## src/rtl/mm_pkg.sv

```systemverilog
// ---------------------------------------------------------------------------
// mm_pkg
// Shared types and helpers for the matrix_mult stream controller.
//   state_t    : controller phases (load A, load B, run multiplier, drain C)
//   MM_*       : default matrix order / element width and derived sizes
//   lane_idx   : row-major lane number of element (row, col)
//   idx_width  : counter width able to address nn lanes (never below 1)
// ---------------------------------------------------------------------------
package mm_pkg;

    typedef enum logic [1:0] {
        LOAD_A = 2'd0,
        LOAD_B = 2'd1,
        RUN    = 2'd2,
        DRAIN  = 2'd3
    } state_t;

    localparam int MM_ORDER    = 2;
    localparam int MM_BITWIDTH = 8;
    localparam int MM_NN       = MM_ORDER * MM_ORDER;
    localparam int MM_FLAT_W   = MM_NN * MM_BITWIDTH;

    function automatic int lane_idx(input int row, input int col, input int order);
        return row * order + col;
    endfunction

    function automatic int idx_width(input int nn);
        return (nn > 1) ? $clog2(nn) : 1;
    endfunction

endpackage

```

## src/rtl/matrix_mult_stream_ctrl_if.sv

```systemverilog
// ---------------------------------------------------------------------------
// matrix_mult_stream_ctrl_if
// Bundles the element input stream, the result output stream and the flat
// operand/result bus towards one matrix_mult instance.
//   master : controller side (drives s_ready, m_*, mm_reset/enable, mm_a/b)
//   slave  : host + multiplier side (drives s_valid/s_data, m_ready, mm_c/rdy)
// ---------------------------------------------------------------------------
interface matrix_mult_stream_ctrl_if #(
    parameter int ORDER    = mm_pkg::MM_ORDER,
    parameter int BITWIDTH = mm_pkg::MM_BITWIDTH
);
    localparam int FLAT_W = ORDER * ORDER * BITWIDTH;

    // input element stream
    logic                s_valid;
    logic                s_ready;
    logic [BITWIDTH-1:0] s_data;
    // result element stream
    logic                m_valid;
    logic                m_ready;
    logic [BITWIDTH-1:0] m_data;
    logic                m_last;
    // multiplier side
    logic                mm_reset;
    logic                mm_enable;
    logic [FLAT_W-1:0]   mm_a;
    logic [FLAT_W-1:0]   mm_b;
    logic [FLAT_W-1:0]   mm_c;
    logic                mm_rdy;

    modport master (
        input  s_valid, s_data, m_ready, mm_c, mm_rdy,
        output s_ready, m_valid, m_data, m_last, mm_reset, mm_enable, mm_a, mm_b
    );

    modport slave (
        output s_valid, s_data, m_ready, mm_c, mm_rdy,
        input  s_ready, m_valid, m_data, m_last, mm_reset, mm_enable, mm_a, mm_b
    );

endinterface

```

## src/rtl/matrix_mult_stream_ctrl.sv

```systemverilog
// ---------------------------------------------------------------------------
// matrix_mult_stream_ctrl
// Element-serial front/back end for a matrix_mult datapath. Collects A then B
// (row-major, one element per handshake) into flat operand buses, runs the
// multiplier until mm_rdy (or a timeout), captures C and streams it out
// row-major with m_last on the final element.
// Ports:
//   clk      rising-edge clock
//   reset_n  asynchronous active-low reset
//   bus      stream + multiplier bundle (master modport)
//   err      sticky flag: a job was aborted because mm_rdy never came
// All outputs are registered.
// ---------------------------------------------------------------------------
module matrix_mult_stream_ctrl
    import mm_pkg::*;
#(
    parameter int ORDER    = MM_ORDER,
    parameter int BITWIDTH = MM_BITWIDTH,
    parameter int TIMEOUT  = 4096
) (
    input  logic                     clk,
    input  logic                     reset_n,
    matrix_mult_stream_ctrl_if.master bus,
    output logic                     err
);
    localparam int NN     = ORDER * ORDER;
    localparam int FLAT_W = NN * BITWIDTH;
    localparam int IDXW   = idx_width(NN);
    localparam int WAITW  = idx_width(TIMEOUT);
    localparam logic [IDXW-1:0]  LAST_LANE = IDXW'(NN - 1);
    localparam logic [WAITW-1:0] WAIT_MAX  = WAITW'(TIMEOUT - 1);

    state_t              state_q, state_d;
    logic [IDXW-1:0]     idx_q, idx_d;
    logic [IDXW-1:0]     odx_q, odx_d;
    logic [WAITW-1:0]    wait_q, wait_d;
    logic [FLAT_W-1:0]   a_q, a_d;
    logic [FLAT_W-1:0]   b_q, b_d;
    logic [FLAT_W-1:0]   res_q, res_d;
    logic                err_q, err_d;
    logic                s_ready_q, s_ready_d;
    logic                m_valid_q, m_valid_d;
    logic [BITWIDTH-1:0] m_data_q, m_data_d;
    logic                m_last_q, m_last_d;
    logic                mm_reset_q, mm_reset_d;
    logic                mm_enable_q, mm_enable_d;

    logic                in_hs;
    logic                out_hs;
    logic [BITWIDTH-1:0] res_lane [NN];

    assign in_hs  = bus.s_valid & s_ready_q;
    assign out_hs = m_valid_q & bus.m_ready;

    // Operand packing: the accepted element lands in the lane named by idx.
    // Result lanes are taken from res_d so the first DRAIN element is
    // available in the same cycle C is captured.
    for (genvar gi = 0; gi < NN; gi++) begin : g_lane
        assign a_d[gi*BITWIDTH +: BITWIDTH] =
            (state_q == LOAD_A && in_hs && idx_q == IDXW'(gi)) ? bus.s_data
                                                                 : a_q[gi*BITWIDTH +: BITWIDTH];
        assign b_d[gi*BITWIDTH +: BITWIDTH] =
            (state_q == LOAD_B && in_hs && idx_q == IDXW'(gi)) ? bus.s_data
                                                                 : b_q[gi*BITWIDTH +: BITWIDTH];
        assign res_lane[gi] = res_d[gi*BITWIDTH +: BITWIDTH];
    end

    // State register
    always_ff @(posedge clk or negedge reset_n) begin
        if (!reset_n) begin
            state_q     <= LOAD_A;
            idx_q       <= '0;
            odx_q       <= '0;
            wait_q      <= '0;
            a_q         <= '0;
            b_q         <= '0;
            res_q       <= '0;
            err_q       <= 1'b0;
            s_ready_q   <= 1'b0;
            m_valid_q   <= 1'b0;
            m_data_q    <= '0;
            m_last_q    <= 1'b0;
            mm_reset_q  <= 1'b1;
            mm_enable_q <= 1'b0;
        end else begin
            state_q     <= state_d;
            idx_q       <= idx_d;
            odx_q       <= odx_d;
            wait_q      <= wait_d;
            a_q         <= a_d;
            b_q         <= b_d;
            res_q       <= res_d;
            err_q       <= err_d;
            s_ready_q   <= s_ready_d;
            m_valid_q   <= m_valid_d;
            m_data_q    <= m_data_d;
            m_last_q    <= m_last_d;
            mm_reset_q  <= mm_reset_d;
            mm_enable_q <= mm_enable_d;
        end
    end

    // Next-state logic
    always_comb begin
        state_d = state_q;
        idx_d   = idx_q;
        odx_d   = odx_q;
        wait_d  = wait_q;
        res_d   = res_q;
        err_d   = err_q;
        case (state_q)
            LOAD_A: begin
                if (in_hs) begin
                    if (idx_q == LAST_LANE) begin
                        state_d = LOAD_B;
                        idx_d   = '0;
                    end else begin
                        idx_d = idx_q + 1'b1;
                    end
                end
            end
            LOAD_B: begin
                if (in_hs) begin
                    if (idx_q == LAST_LANE) begin
                        state_d = RUN;
                        idx_d   = '0;
                        wait_d  = '0;
                    end else begin
                        idx_d = idx_q + 1'b1;
                    end
                end
            end
            RUN: begin
                // mm_rdy is tested first so a result arriving on the
                // timeout cycle is still delivered without raising err.
                if (bus.mm_rdy) begin
                    res_d   = bus.mm_c;
                    odx_d   = '0;
                    state_d = DRAIN;
                end else if (wait_q == WAIT_MAX) begin
                    err_d   = 1'b1;
                    state_d = LOAD_A;
                end else begin
                    wait_d = wait_q + 1'b1;
                end
            end
            DRAIN: begin
                if (out_hs) begin
                    if (odx_q == LAST_LANE) begin
                        state_d = LOAD_A;
                        odx_d   = '0;
                    end else begin
                        odx_d = odx_q + 1'b1;
                    end
                end
            end
            default: state_d = LOAD_A;
        endcase
    end

    // Output logic: registered outputs follow the state being entered.
    always_comb begin
        s_ready_d   = (state_d == LOAD_A) || (state_d == LOAD_B);
        mm_enable_d = (state_d == RUN);
        mm_reset_d  = (state_d != RUN);
        m_valid_d   = (state_d == DRAIN);
        m_last_d    = (state_d == DRAIN) && (odx_d == LAST_LANE);
        m_data_d    = (state_d == DRAIN) ? res_lane[odx_d] : '0;
    end

    assign bus.s_ready   = s_ready_q;
    assign bus.m_valid   = m_valid_q;
    assign bus.m_data    = m_data_q;
    assign bus.m_last    = m_last_q;
    assign bus.mm_reset  = mm_reset_q;
    assign bus.mm_enable = mm_enable_q;
    assign bus.mm_a      = a_q;
    assign bus.mm_b      = b_q;
    assign err           = err_q;

endmodule
```

## src/flat_wrapper.sv

```systemverilog
// flat-port wrapper written by rule: the top's interface ports become plain ports
module matrix_mult_stream_ctrl_flat import mm_pkg::*;
#(
    parameter int ORDER    = MM_ORDER,
    parameter int BITWIDTH = MM_BITWIDTH,
    parameter int TIMEOUT  = 4096
)
  (clk, reset_n, err, bus_s_valid, bus_s_data, bus_m_ready, bus_mm_c, bus_mm_rdy, bus_s_ready, bus_m_valid, bus_m_data, bus_m_last, bus_mm_reset, bus_mm_enable, bus_mm_a, bus_mm_b);
  matrix_mult_stream_ctrl_if #(.ORDER(ORDER), .BITWIDTH(BITWIDTH)) bus_i ();
  input  logic clk;
  input  logic reset_n;
  output logic err;
  input wire logic [$bits(bus_i.s_valid)-1:0] bus_s_valid;
  input wire logic [$bits(bus_i.s_data)-1:0] bus_s_data;
  input wire logic [$bits(bus_i.m_ready)-1:0] bus_m_ready;
  input wire logic [$bits(bus_i.mm_c)-1:0] bus_mm_c;
  input wire logic [$bits(bus_i.mm_rdy)-1:0] bus_mm_rdy;
  output wire logic [$bits(bus_i.s_ready)-1:0] bus_s_ready;
  output wire logic [$bits(bus_i.m_valid)-1:0] bus_m_valid;
  output wire logic [$bits(bus_i.m_data)-1:0] bus_m_data;
  output wire logic [$bits(bus_i.m_last)-1:0] bus_m_last;
  output wire logic [$bits(bus_i.mm_reset)-1:0] bus_mm_reset;
  output wire logic [$bits(bus_i.mm_enable)-1:0] bus_mm_enable;
  output wire logic [$bits(bus_i.mm_a)-1:0] bus_mm_a;
  output wire logic [$bits(bus_i.mm_b)-1:0] bus_mm_b;
  assign bus_i.s_valid = bus_s_valid;
  assign bus_i.s_data = bus_s_data;
  assign bus_i.m_ready = bus_m_ready;
  assign bus_i.mm_c = bus_mm_c;
  assign bus_i.mm_rdy = bus_mm_rdy;
  assign bus_s_ready = bus_i.s_ready;
  assign bus_m_valid = bus_i.m_valid;
  assign bus_m_data = bus_i.m_data;
  assign bus_m_last = bus_i.m_last;
  assign bus_mm_reset = bus_i.mm_reset;
  assign bus_mm_enable = bus_i.mm_enable;
  assign bus_mm_a = bus_i.mm_a;
  assign bus_mm_b = bus_i.mm_b;
  matrix_mult_stream_ctrl #(.ORDER(ORDER), .BITWIDTH(BITWIDTH), .TIMEOUT(TIMEOUT)) u_core (.clk(clk), .reset_n(reset_n), .bus(bus_i), .err(err));
endmodule
```

## config.mk

```make
export PLATFORM = sky130hd
export DESIGN_NAME = matrix_mult_stream_ctrl_flat
export DESIGN_NICKNAME = d
export VERILOG_FILES = /design/src/rtl/mm_pkg.sv /design/src/rtl/matrix_mult_stream_ctrl_if.sv /design/src/rtl/matrix_mult_stream_ctrl.sv /design/src/flat_wrapper.sv
export SDC_FILE = /design/constraint.sdc
export NUM_CORES = 1
export LEC_CHECK = 0
export BUFFER_PORTS_ARGS = -buffer_cell sky130_fd_sc_hd__buf_2
export CORE_AREA = 2 2 107 212
export DETAILED_ROUTE_END_ITERATION = 8
export DIE_AREA = 0 0 109 214
export HOLD_SLACK_MARGIN = 0.03
export PLACE_DENSITY = 0.42
export SLEW_MARGIN = 20
export SYNTH_ARGS = -nofsm -noshare
export SYNTH_HDL_FRONTEND = slang
export SYNTH_SLANG_ARGS = --single-unit
```

## constraint.sdc

```tcl
create_clock -name clk -period 3.7 [get_ports clk]
set_input_delay 0.555 -clock clk [delete_from_list [all_inputs] [get_ports clk]]
set_output_delay 0.555 -clock clk [all_outputs]
set_load 0.02 [all_outputs]
```

==> results.yml <==
run_status:
  status: "complete, no violations"
final_layout:
  nFillCells: 2194
  diodes: 0
  drive_above_1_share_pct: 51.1
  stdcell_area_um2: 6910
  fin_nets: 572
  syn_to_final_growth_pct: 29.4
  utilization_pct: 32.0
synth:
  synth-edff-count: 0
  synth.top_cells.by_count: "dfrtp_1 (127), mux2_2 (104), nand2_1 (41)"
  yosysSeqAreaShare_pct: 60.0
  yosys.area.top_type: "dfrtp_1"
  yosysWarnings: 0
  yosysMostFrequentCell: "dfrtp_1"
  synth_area_um2: 5340
  synth.avg_cell_area_um2: 13.7
  synth_area_leaders: "dfrtp_1 (59%), mux2_2 (22%), nand2_1 (2.9%)"
  ys_types: 46
  ys_async_sr_fraction_pct: 100
  synth_nets: 441
  ys.flop_type: "dfrtp_1"
  syn_inst: 390
  synth_seq_cells: 128
  synth_top_area_share_pct: 59.5
routing:
  routed_wl_um: 14500
  num_vias: 3630
  drc_errors: 0
  dr.pass1.iters: 6
  drt_iter0_markers: 122
  wl_per_cell_um: 18.0
  antenna_violating_nets_post_route: 0
  viasPerCell: 4.50
hold_path:
  min_path_type: "in2async"
clock_tree:
  tritoncts: "yes"
  cts_resized: 0
  clk_pin_slew_ps: 60
  clock-sinks: 128
  clkLatencyLatePin_ps: 420
  cts_buffers: 17
  ctsRootBufferMaster: "clkbuf_16"
  max-clock-path-buffers: 2
  post-cts-setup-buffers: 0
  cts_max_level: 4
  ctsHoldBuffers: 0
critical_path:
  cp-start-kind: "register"
  crit_type: "reg2reg"
  r2r-start: "u_core.idx_q[0]"
  path_max_fanout: 17
  cp-end-kind: "register"
  required_ps: 4040
  startpoint: "u_core.idx_q[0]"
  critPathArrivalTime_ps: 2960
global_routing:
  grt_pass1_wl_um: 22500
  grt_remaining_overflow: 0
  gr-usage-all-layers_pct: 13.2
  grt_max_degree: 115
  grt_pass1_vias: 3912
  antenna_found_initial: 0
placement:
  port_buffers: 122
  hpwl_um: 10300
  post_dp_cell_area_um2: 6250
  place.gp.congestion: 0.737
power_and_ir_drop:
  intPower_w: 0.00426
  power_frac_comb_pct: 35.8
  p_sw_w: 0.00227
  p_per_area_nw_per_um2: 945
  power.total_w: 0.00653
  seq_power_share_pct: 35.5
  power_frac_clock_pct: 28.7
  p_leak_nw: 3.33
  swShare_pct: 34.7
  ir_drop_mv: 0.434
job:
  maxCapViolCount: 0
sta:
  finalHoldViolCount: 0
  finalSetupViolCount: 0
  tightest_slew_ps: 965
  finalCriticalPeriod_ps: 2620
  rsz0062_at_grt: "no"
  relSlewSlack_pct: 35.7
  fin_crit_sh_pct: 70.9
  tns_ps: 0
  fin_skew_ps: 7.28
  fmax_mhz: 381
  finalMaxSlewViolations: 0
floorplanning:
  start_util_pct: 24.8
  dieArea_um2: 23300
  boundaryPins: 123
  rows: 76
  coreArea_um2: 21600
  die_w_um: 109
  die_h_um: 214
==> path summary, 6_finish.rpt <==
check	endpoint	cells after the start	slack, ps
setup / recovery	u_core.wait_q[3]	6	1080
hold / removal	u_core.bus.m_data[6]	1	230
setup reg to reg	u_core.wait_q[3]	6	1080
hold reg to reg	u_core.bus.mm_b[30]	2	470
max in group asynchronous	u_core.bus.mm_a[4]	2	2580
min in group clk	u_core.res_q[6]	2	380
==> cell usage in the layout (no fill, tap or decap), types with 2 or more instances in the layout <==
master and n:
clkinvlp_4 3, nor2_4 2, or4_1 5, nand4_1 6, dfrtp_1 127, nand2_1 41
inv_1 4, a21o_1 2, a22o_1 11, o21ai_0 6, clkinv_2 2, nor2_1 8
clkbuf_8 3, inv_2 2, o31ai_1 3, clkinv_4 2, buf_2 121, clkbuf_16 17
and3_1 4, nor3_1 3, o21ai_1 4, buf_4 2, and2_1 2, ha_1 6
nand3_1 9, bufinv_16 5, nor2b_1 2, a21oi_1 5, mux2_2 104, o211ai_1 2
==> flip-flops by register name (all words and copies together), names as in the netlist <==
name and flops:
u_core.wait_q 12, u_core.bus.mm_a 32, u_core.bus.mm_reset 1, u_core.bus.mm_b 32, u_core.odx_q 2, u_core.res_q 32, u_core.bus.m_valid 1, u_core.state_q 2
u_core.idx_q 2, u_core.err 1, u_core.bus.m_data 8, u_core.bus.mm_enable 1, u_core.bus.s_ready 1, u_core.bus.m_last 1
==> per-layer routing <==
metal  global-route usage [%]  vias to the layer above  wire length (µm)
met3                     3.77                       18               669
met2                     24.3                      102              8210
met4                     5.85                        0               359
met5                        0                        -                 0
li1                         -                     1683                 -
met1                     13.4                     1827              5270
==> cell type report <==
class                   count  area [µm²]  share of cell area (%)
clock buffers              19         453                    6.55
multi-input cells         243        2040                    29.6
inverters                   7        28.8                   0.416
clock inverters            13         209                    3.02
flip-flops and latches    128        3200                    46.3
well taps                 273         342                    4.94
repair buffers            124         634                    9.17
==> kinds of logic after synthesis <==
family | count (synthesis) | share of synthesized area [%]
buffers and inverters | 19 | 1.78
multiplexers | 104 | 21.9
flip-flops | 128 | 60.0
AO/OA/AOI/OAI | 41 | 5.74
adder cells (fa/ha/maj) | 6 | 1.41
AND/OR/NAND/NOR | 92 | 9.18
==> power by group through the flow <==
stage / Clock (W) / Sequential, W / Combinational (W)
2_1_floorplan: 0 / 0.00273 / 0.00122
3_3_place_gp: 0 / 0.00232 / 0.00236
3_5_place_dp: 0 / 0.00235 / 0.00239
4_1_cts: 0.00193 / 0.00233 / 0.00240
5_1_grt: 0.00198 / 0.00240 / 0.00255
6_report: 0.00187 / 0.00232 / 0.00234
==> metrics by stage <==
step           setup slack, ps  std cells  hold slack, ps
2_1_floorplan             1560        390             259
3_3_place_gp              1090        775             460
3_5_place_dp              1010        775             459
4_1_cts                   1040        807             347
5_1_grt                    916        807             309
6_report                  1080        807             229
==> worst max-delay path, stage by stage (launching register included) <==
cell      delay [ps]
dfrtp_1          390
ha_1             270
and4b_1          230
and2_1           610
a211oi_4         210
or4_2            650
a21oi_1          170
No activity file was read; power rests on OpenSTA's default activity.
